$ cat src/rtl/wb_ext_arbiter.sv
// Round-robin Wishbone B3 arbiter sharing one external slave between tile masters.
// The grant is held for a whole cyc, and a watchdog terminates hung strobes with an error.
module wb_ext_arbiter #(
    parameter int NUM_PORTS  = 4,
    parameter int ADDR_WIDTH = 32,
    parameter int DATA_WIDTH = 32,
    parameter int TIMEOUT    = 255
) (
    input  logic                              clk,
    input  logic                              rst_sys,
    input  logic [NUM_PORTS*ADDR_WIDTH-1:0]   m_adr_i,
    input  logic [NUM_PORTS*DATA_WIDTH-1:0]   m_dat_i,
    input  logic [NUM_PORTS*DATA_WIDTH/8-1:0] m_sel_i,
    input  logic [NUM_PORTS-1:0]              m_cyc_i,
    input  logic [NUM_PORTS-1:0]              m_stb_i,
    input  logic [NUM_PORTS-1:0]              m_we_i,
    input  logic [NUM_PORTS*3-1:0]            m_cti_i,
    input  logic [NUM_PORTS*2-1:0]            m_bte_i,
    output logic [NUM_PORTS*DATA_WIDTH-1:0]   m_dat_o,
    output logic [NUM_PORTS-1:0]              m_ack_o,
    output logic [NUM_PORTS-1:0]              m_err_o,
    output logic [NUM_PORTS-1:0]              m_rty_o,
    output logic [ADDR_WIDTH-1:0]             s_adr_o,
    output logic [DATA_WIDTH-1:0]             s_dat_o,
    output logic [DATA_WIDTH/8-1:0]           s_sel_o,
    output logic                              s_cyc_o,
    output logic                              s_stb_o,
    output logic                              s_we_o,
    output logic [2:0]                        s_cti_o,
    output logic [1:0]                        s_bte_o,
    input  logic [DATA_WIDTH-1:0]             s_dat_i,
    input  logic                              s_ack_i,
    input  logic                              s_err_i,
    input  logic                              s_rty_i,
    output logic [NUM_PORTS-1:0]              grant_o,
    output logic                              timeout_o
);

    localparam int SW   = DATA_WIDTH / 8;
    localparam int IW   = $clog2(NUM_PORTS);
    localparam int WW   = (TIMEOUT < 2) ? 1 : $clog2(TIMEOUT);
    localparam int TMAX = (TIMEOUT > 0) ? TIMEOUT - 1 : 0;

    typedef enum logic {IDLE, BUSY} state_t;

    state_t                state;
    logic [NUM_PORTS-1:0]  grant;
    logic [IW-1:0]         last;
    logic [WW-1:0]         wd_cnt;

    logic                  busy;
    logic [IW-1:0]         idx;
    logic                  gcyc;
    logic                  gstb;
    logic                  resp;
    logic                  wd_fire;
    logic                  pick_found;
    logic [IW-1:0]         pick_idx;

    // In BUSY, last is the current grantee; idle outputs come from port 0.
    assign busy = (state == BUSY);
    assign idx  = busy ? last : '0;
    assign gcyc = busy & m_cyc_i[idx];
    assign gstb = busy & m_stb_i[idx];
    assign resp = s_ack_i | s_err_i | s_rty_i;

    // A slave response on the final waiting cycle beats the watchdog.
    assign wd_fire = (TIMEOUT > 0) && gstb && !resp &&
                     (wd_cnt == WW'(TMAX));

    // Round-robin search for the next requester, starting after last.
    always_comb begin
        pick_found = 1'b0;
        pick_idx   = '0;
        for (int i = 1; i <= NUM_PORTS; i++) begin
            if (!pick_found &&
                m_cyc_i[(int'(last) + i) % NUM_PORTS]) begin
                pick_found = 1'b1;
                pick_idx   = IW'((int'(last) + i) % NUM_PORTS);
            end
        end
    end

    // Slave request mux from the granted port.
    assign s_adr_o = m_adr_i[idx*ADDR_WIDTH +: ADDR_WIDTH];
    assign s_dat_o = m_dat_i[idx*DATA_WIDTH +: DATA_WIDTH];
    assign s_sel_o = m_sel_i[idx*SW +: SW];
    assign s_cti_o = m_cti_i[idx*3 +: 3];
    assign s_bte_o = m_bte_i[idx*2 +: 2];
    assign s_cyc_o = gcyc & ~wd_fire;
    assign s_stb_o = gstb & ~wd_fire;
    assign s_we_o  = busy & m_we_i[idx];

    // Responses are steered only to the granted port.
    assign m_dat_o   = {NUM_PORTS{s_dat_i}};
    assign m_ack_o   = grant & {NUM_PORTS{s_ack_i}};
    assign m_err_o   = grant & {NUM_PORTS{s_err_i | wd_fire}};
    assign m_rty_o   = grant & {NUM_PORTS{s_rty_i}};
    assign grant_o   = grant;
    assign timeout_o = wd_fire;

    // Grant FSM with watchdog counter.
    always_ff @(posedge clk) begin
        if (rst_sys) begin
            state  <= IDLE;
            grant  <= '0;
            last   <= IW'(NUM_PORTS - 1);
            wd_cnt <= '0;
        end else begin
            case (state)
                IDLE: begin
                    wd_cnt <= '0;
                    if (pick_found) begin
                        grant <= NUM_PORTS'(1) << pick_idx;
                        last  <= pick_idx;
                        state <= BUSY;
                    end
                end
                BUSY: begin
                    if (!m_cyc_i[last]) begin
                        grant  <= '0;
                        wd_cnt <= '0;
                        state  <= IDLE;
                    end else if (wd_fire || resp || !gstb) begin
                        wd_cnt <= '0;
                    end else begin
                        wd_cnt <= wd_cnt + WW'(1);
                    end
                end
                default: begin
                    grant  <= '0;
                    wd_cnt <= '0;
                    state  <= IDLE;
                end
            endcase
        end
    end

endmodule

$ cat config.mk
export PLATFORM = sky130hd
export DESIGN_NAME = wb_ext_arbiter
export DESIGN_NICKNAME = d
export VERILOG_FILES = /design/src/rtl/wb_ext_arbiter.sv
export SDC_FILE = /design/constraint.sdc
export NUM_CORES = 1
export LEC_CHECK = 0
export ABC_CLOCK_PERIOD_IN_PS = 4500
export CAP_MARGIN = 20
export CORE_AREA = 4 4 214 216
export CTS_CLUSTER_DIAMETER = 80
export DETAILED_ROUTE_END_ITERATION = 8
export DIE_AREA = 0 0 218 220
export GPL_TIMING_DRIVEN = 0
export PLACE_DENSITY_LB_ADDON = 0.12
export SYNTH_ARGS = -nofsm -noshare
export SYNTH_HDL_FRONTEND = slang
export SYNTH_SLANG_ARGS = --single-unit
$ cat constraint.sdc
create_clock -name clk -period 4.5 [get_ports clk]
set_clock_uncertainty 0.2 [all_clocks]
set_input_delay 0.45 -clock clk [delete_from_list [all_inputs] [get_ports clk]]
set_output_delay 0.45 -clock clk [all_outputs]
set_load 0.02 [all_outputs]
* Word-level counts from Yosys, hierarchy flattened *
Index checks and enable logic that the tools add are counted.

word-level totals
  output and inout port bits = 221
  input port bits = 341
  flip-flop bits (word level) = 15
  word-level logic and storage cells = 98

cells by class
  multipliers = 1
  shifts and indexed selects = 6
  magnitude comparators = 6
  add/subtract/negate cells = 5
  bitwise logic cells = 17
  equality and inequality tests = 3
  multiplexer cells = 38
  reduce and logical (&&, ||, !) cells = 18

operator list
  kind                 number
  $shiftx 128x8->32    2
  $mux 1               18
  $bmux 1 s2           8
  $lt 3x4->1 const B   4
  $mux 8               2
  $pmux 8 s2           1
  $shiftx 16x5->4      1
  $and 4x4->4          3
  $shiftx 12x5->3      1
  $mux 2               5
  $add 8x1->8 const B  1
  $eq 8x8->1 const B   1
  $mux 4               2
  $pmux 4 s2           1
  $reduce_or 2->1      4
  $shiftx 8x4->2       1
  $lt 2x3->1 const B   2
  $and 1x1->1          5
  $logic_and 1x1->1    5
  $logic_not 1->1      5
  $add 2x1->2 const B  2
  $add 2x2->2 const B  2
  $and 1x1->1 const A  4
  $mul 2x2->4 const B  1
  other kinds (7)      13

* Logic depth before layout (Yosys ltp) *
Gate-level depths: netlist (run 1).

  depth after elaboration = 19
  mapped depth = 6
  mapped depth without buffers = 6

* Worst setup path before layout (run 1) *
OpenSTA, ideal clock, no wires.

  path type = input to output
  start = input port m_stb_i[3]
  end = output port s_cyc_o
  buffers on the path = 0
  arrival time = 1644 ps
  data required time = 3850 ps
  cell stages on the path = 4
  path slack = 2206 ps
  cell sequence = mux4_2 -> and2_1 -> and3_1 -> nor2_1

on the way
  cells in the longest elaborated chain, start to end = 7

ends and longest elaborated chain
  element                         RTL line  RTL
  start: declaration              15        input logic [NUM_PORTS-1:0] m_stb_i,
  $bmux 1 s2                      64        assign gstb = busy & m_stb_i[idx];
  $mux 1 (implied by the code)    64
  $and 1x1->1                     64
  $logic_and 1x1->1 (2 in a row)  68        assign wd_fire = (TIMEOUT > 0) && gstb && !resp &&
  named net timeout_o             36        output logic timeout_o
  $not 1->1                       90        assign s_cyc_o = gcyc & ~wd_fire;
  $and 1x1->1                     90
  end: declaration                26        output logic s_cyc_o,

The timed path passes the listed nets, and every way through them passes these cells. The select of a mux whose other input is x is not followed.

* Final worst setup path (run 1) *
  start = register last[0]
  end = output port s_cti_o[2]

on the way
  cells in the longest elaborated chain, start to end = 3

ends and longest elaborated chain
  element                   RTL line  RTL
  start: declaration        48        logic [IW-1:0] last;
  start signal: assignment  107       last <= IW'(NUM_PORTS - 1);
  start signal: assignment  115       last <= pick_idx;
  $mux 2                    62        assign idx = busy ? last : '0;
  $mul 2x2->4               88        assign s_cti_o = m_cti_i[idx*3 +: 3];
  $shiftx 12x5->3           88
  end: declaration          29        output logic [2:0] s_cti_o,

No other way between the ends.

==> metrics.md, run 1 <==
| Metric | Value |
|---|---|
| Status | complete, no violations |
| Total CTS buffers | 3 |
| Total core area | 43,900 um^2 |
| Global-route wire length before repair | about 48 mm |
| Fin. max-slew vios | 0 |
| GRT overflow | 0 |
| RSZ-0062 raised after global routing | no |
| R2R Path Start | last[0] |
| Crit path kind | flip-flop to primary output |
| Slew @ Worst Pin | ~0.98 ns |
| Register area share after synthesis | a little over 7% |
| Critical Path AT | around 3.4 ns |
| Critical Path Start | last[0] |
| Hold WC Path Type | flip-flop to flip-flop |
| Num ports | about 560 |
| Final nets | roughly 1,500 |
| Async S/R FF share, synth | 0% |
| Full die area | 48,000 um^2 |
| Post-synth EDFFs | 0 |
| Share of cells above drive strength 1 | 13.8% |
| Num Clock Sinks | 15 |
| Worst-skew pair later-pin latency | ~0.24 ns |
| Buffers on Ports | between 500 and 600 |
| CTS resizes | 0 |
| Hold buffers post-CTS | 0 |
| Detailed-route DRC error count | 0 |
| GRT Overall Usage | between 10% and 20% |
| Hold Crit Depth | 1 |
| CP Launch Type | flip-flop |
| Minimum hold slack | 0.258 ns |
| Root Driver | clkbuf_16 |
| Critical R2R Capture | last[0] |
| Cells after Synth | ~650 |
| Post-route cell area | 10,300 um^2 |
| Setup crit end | s_cti_o[2] |
| Syn-to-layout area delta | 146% |
| Post-layout minimum cycle time | just over 4 ns |
| Ys Warns | 0 |
| Primary FF master, synth | dfxtp_1 |
| Power per Cell Area | approximately 200 nW/um^2 |
| CTS clk-pin slew, worst paths | approximately 0.05 ns |
| WL final | 35.5 mm |
| CTS tree | built |
| Power Total | about 2.1 mW |
| Post-Syn Nets | about 1,000 |
| Period utilization | 90.4% |
| Vias/cell | 3.66 |
| Largest net degree at the start of global routing | 11 |
| H-tree depth | 1 |
| Die height | roughly 220 um |
| Cell row count | 77 |
| Via Count | approximately 6,500 |
| Synthesized area | 4180 um^2 |
| Horiz. Die Dim | 218 um |
| Max-slew headroom | around 35% |
| ANT nets after route | 0 |
| Post-synth cell types | 39 |
| VDD IR max | ~0.14 mV |
| Clk buf depth | 2 |
| Drt wl/cell | 19.9 um |
| Initial Util | around a tenth |
| Setup TNS after final layout | 0 ns |
| Post-CTS Setup Bufs | 0 |
| Critical Path Fanout Max | 10 |
| DP Wirelength | approximately 30 mm |
| Vias in the first global route | roughly 6,700 |
| Max cap viols | 0 |
| Placement Cell Area | just over 10,000 um^2 |
| Final Wtd Congestion | 0.766 |
| R2r setup slk | roughly 2.5 ns |
| First-pass detailed-route iteration total | 4 |
| Fill cells | a little under 5,000 |
| Critical Path Sink Type | primary output |
| Setup Viol. Count Final | 0 |
| Worst Path Required | a little under 4 ns |
| Mapped Avg Cell Area | 6.40 um^2 |
| Cell leakage power | ~3.8 nW |
| Initial antenna violation count | 6 |
| FF-to-FF path depth | 5 |
| Number of DRC markers in iteration 0 | roughly 220 |
| Yosys reg bits | 15 |
| Final Hold Fails | 0 |
| FMAX | 246 MHz |
-- cell usage after synthesis (2+ instances only) --
cell,number,share of area (%)
nand2_1,153,14
buf_4,129,23
nor2b_1,77,12
a211oi_1,74,13
a31oi_1,74,11
clkbuf_1,28,2.5
buf_2,20,2.4
nor2_1,17,1.5
dfxtp_1,15,7.2
and2_1,11,1.6
inv_1,5,0.45
a32o_1,4,0.96
nand3_1,4,0.48
xnor2_1,4,0.84
xor2_1,4,0.84
nand2b_1,3,0.45
nor3_1,3,0.36
a21oi_1,2,0.24
and3_1,2,0.30
ha_1,2,0.60
mux2i_1,2,0.48
mux2i_4,2,1.1
mux4_2,2,1.1
o21ai_0,2,0.24
-- critical path, cell delays in order, from the launching register on --
cell,delay [ns]
dfxtp_1,0.37
buf_2,0.25
nand2_1,0.55
clkbuf_1,0.79
nand2_1,0.11
a31oi_1,0.38
clkdlybuf4s50_1,0.72
-- final cells by class --
class / instances / area, um^2 / share of cell area (%)
inverters: 5 / 18.8 / 0.182
well taps: 592 / 741 / 7.19
multi-input cells: 456 / 2680 / 26.0
diodes: 1 / 2.50 / 0.0243
repair buffers: 529 / 5300 / 51.4
plain buffers: 178 / 1180 / 11.5
clock buffers: 3 / 75.1 / 0.729
flip-flops and latches: 15 / 300 / 2.92
clock inverters: 1 / 5.00 / 0.0486
-- layout by cell type (no fill, tap or decap), types with 4 or more instances in the layout --
master / instances
a31oi_1: 74
xor2_1: 4
nor2_1: 17
clkbuf_1: 28
buf_4: 129
a32o_1: 4
nor2b_1: 77
inv_1: 5
buf_2: 20
clkdlybuf4s50_1: 529
dfxtp_1: 15
xnor2_1: 4
nand2_1: 153
a211oi_1: 74
nand3_1: 4
and2_1: 11
-- flip-flops by register name (all words and copies together), names as in the netlist --
register and flops:
wd_cnt 8, last 2, busy 1, grant_o 4
-- where the power goes --
part	leakage, nW	switching [mW]	internal [mW]	total, mW
sequential	0.122	0.00873	0.140	0.149
combinational	3.67	0.914	0.869	1.78
clock	0.0409	0.0522	0.118	0.171
total	3.83	0.975	1.13	2.10
-- cell families after synthesis --
| kind of cell | count (synthesis) | synth area share (%) |
|---|---|---|
| AO/OA/AOI/OAI | 165 | 28.0 |
| XOR/XNOR | 8 | 1.67 |
| adder cells (fa/ha/maj) | 2 | 0.598 |
| buffers and inverters | 183 | 28.8 |
| flip-flops | 15 | 7.18 |
| multiplexers | 7 | 2.96 |
| AND/OR/NAND/NOR | 274 | 30.8 |
-- how the worst min path moves through the flow --
| stage | slack, ns | start | to |
|---|---|---|---|
| CTS | 0.27 | wd_cnt[0] | wd_cnt[0] |
| floorplan | 0.23 | wd_cnt[0] | wd_cnt[0] |
| finish | 0.26 | wd_cnt[0] | wd_cnt[0] |
| detailed placement | 0.25 | wd_cnt[0] | wd_cnt[0] |
| global placement | 0.25 | wd_cnt[0] | wd_cnt[0] |
| global route | 0.29 | wd_cnt[0] | wd_cnt[0] |
-- layer usage --
metal	track usage, %	wire (um)	part of all wire [%]	vias up
li1	-	-	-	3220
met1	15.4	13500	38	2929
met2	25.1	18200	51	328
met3	4.51	3380	9.5	20
met4	1.07	374	1.1	12
met5	0	91	0.26	-
-- through the flow --
step           util (%)  cells  worst slack (ns)
5_1_grt            23.4   1779             0.140
3_3_place_gp       23.3   1775             0.509
2_1_floorplan         -    654              2.21
4_1_cts            23.4   1779             0.248
6_report           23.4   1780             0.434
3_5_place_dp       23.3   1775             0.487
Power figures use the tool's default switching activity.
==> run 2: changes to the inputs <==
--- a/config.mk
+++ b/config.mk
@@ -11,8 +11,10 @@
 export CTS_CLUSTER_DIAMETER = 80
 export DETAILED_ROUTE_END_ITERATION = 8
 export DIE_AREA = 0 0 218 220
+export DONT_BUFFER_PORTS = 1
 export GPL_TIMING_DRIVEN = 0
 export PLACE_DENSITY_LB_ADDON = 0.12
+export REMOVE_ABC_BUFFERS = 1
 export SYNTH_ARGS = -nofsm -noshare
 export SYNTH_HDL_FRONTEND = slang
 export SYNTH_SLANG_ARGS = --single-unit
==> metrics.md, run 2 (synthesized netlist as in run 1, its figures left out) <==
| Metric | Value |
|---|---|
| Status | complete, no violations |
| Num Clock Sinks | 15 |
| Flop pwr share | about 14% |
| ANT nets after route | 0 |
| Hold Crit Start | rst_sys |
| Critical Path Fanout Max | 85 |
| Hold buffers post-CTS | 0 |
| Die height | ~220 um |
| Setup TNS after final layout | 0 ns |
| Initial Util | 9.52% |
| Final nets | slightly above 800 |
| CTS clk-pin slew, worst paths | about 0.050 ns |
| Post-layout minimum cycle time | between 3 and 4 ns |
| Worst setup margin | between 0.8 and 0.9 ns |
| Pre-CTS setup slack | approximately 0.98 ns |
| Via Count | approximately 4,200 |
| DP Wirelength | 22.1 mm |
| FMAX | around 280 MHz |
| Placement Cell Area | a little under 4000 um^2 |
| FF-to-FF path depth | 4 |
| Total CTS buffers | 3 |
| GRT Overall Usage | 9.67% |
| Hold Crit Depth | 1 |
| Comb power frac | approximately 71% |
| R2R Path Start | last[1] |
| Share of cells above drive strength 1 | approximately 4.9% |
| Critical Path AT | slightly below 3 ns |
| Horiz. Die Dim | approximately 220 um |
| Worst Path Required | approximately 3.9 ns |
| VDD IR max | around 0.096 mV |
| Fin. max-slew vios | 0 |
| Final Hold Fails | 0 |
| Max cap viols | 0 |
| Slew @ Worst Pin | roughly 1.0 ns |
| CTS tree | built |
| Cell leakage power | around 1.1 nW |
| Drt wl/cell | around 25 um |
| Initial antenna violation count | 2 |
| RSZ-0062 raised after global routing | no |
| Vias in the first global route | just over 4,000 |
| Clock power share | about 15% |
| Most frequent cells in the layout | nand2_1 (151), nor2b_1 (77), a211oi_1 (74), a31oi_1 (74), nor2_1 (17) |
| Power Total | around 1.2 mW |
| Buffers on Ports | 0 |
| Cell Int Power | roughly 0.48 mW |
| Max FFs per register | 8 |
| Switching pwr | roughly 0.72 mW |
| H-tree depth | 1 |
| CTS resizes | 0 |
| First-pass detailed-route iteration total | 4 |
| Worst-skew pair later-pin latency | 0.24 ns |
| Power per Cell Area | between 200 and 300 nW/um^2 |
| Post-route cell area | ~4000 um^2 |
| Crit path kind | flip-flop to primary output |
| Clk buf depth | 2 |
| Num ports | around 560 |
| Global-route wire length before repair | approximately 33 mm |
| Syn-to-layout area delta | -4.82% |
| Post-CTS Setup Bufs | 0 |
| Number of DRC markers in iteration 0 | about 110 |
| Max-slew headroom | roughly 30% |
| Final Core Density | a little under a tenth |
| Cell row count | between 70 and 80 |
| Switching share of total power | between 60% and 70% |
| Vias/cell | between 3 and 4 |
| GRT overflow | 0 |
| Hold Path End | busy |
| R2r setup slk | 2.22 ns |
| Root Driver | clkbuf_16 |
| Detailed-route DRC error count | 0 |
| Critical Path Sink Type | primary output |
| Hold WC Path Type | input pin to flip-flop |
| Period utilization | 80.6% |
| Full die area | 48,000 um^2 |
| Final Wtd Congestion | between 0.6 and 0.7 |
| Commonest non-fill, non-tap cell in the layout | nand2_1 |
| CP Launch Type | flip-flop |
| Critical R2R Capture | wd_cnt[7] |
| Total core area | around 44,000 um^2 |
| Setup Viol. Count Final | 0 |
| Largest net degree at the start of global routing | between 80 and 90 |
| Reg with most FFs | wd_cnt |
| WL final | 26.6 mm |
run 2: changes by cell type in the layout (fill, tap and decap cells not counted), sizes merged:
cell / delta
clkbuf: -27
diode: +1
clkinv: -1
clkdlybuf4s50: -529
buf: -143
run 2: layer usage:
| layer | track usage (%) | wire (um) | up-vias |
|---|---|---|---|
| met2 | 14.8 | 11600 | 356 |
| met3 | 7.16 | 4390 | 22 |
| met5 | 2.50 | 124 | - |
| met4 | 1.52 | 484 | 4 |
| met1 | 10.9 | 10000 | 1947 |
| li1 | - | - | 1828 |
run 2: how the worst max path moves through the flow:
stage	from	endpoint	slack, ns
6_report	last[1]	s_dat_o[11]	0.87
2_1_floorplan	last[0]	s_dat_o[31]	-1.75
5_1_grt	last[1]	s_dat_o[4]	0.62
3_3_place_gp	last[0]	s_sel_o[1]	-6.19
3_5_place_dp	last[1]	s_dat_o[4]	0.98
4_1_cts	last[1]	s_dat_o[4]	0.74
run 2: through the flow:
step | hold slack [ns] | instances
detailed placement | 0.257 | 1075
CTS | 0.0671 | 1079
finish | 0.0725 | 1081
global placement | 0.256 | 1068
floorplan | 0.230 | 476
global route | 0.0713 | 1081
run 2: power groups by stage:
stage / sequential (mW) / clock, mW / combinational, mW
after floorplan: 0.195 / 0 / 0.594
after global placement: 0.226 / 0 / 0.830
after detailed placement: 0.173 / 0 / 0.872
after CTS: 0.170 / 0.180 / 0.873
after global routing: 0.171 / 0.188 / 0.923
final: 0.168 / 0.174 / 0.849
run 2: layout make-up:
class	instances	area [um^2]
clock buffers	4	78.8
repair buffers	7	138
well taps	592	741
fillers	5198	40000
inverters	5	18.8
multi-input cells	456	2700
flip-flops and latches	15	304
diodes	2	5.00
run 2: critical path: stages (launching register included):
cell and delay (ns):
dfxtp_1 0.86, nand2_4 0.63, buf_16 0.42, a31oi_1 0.78
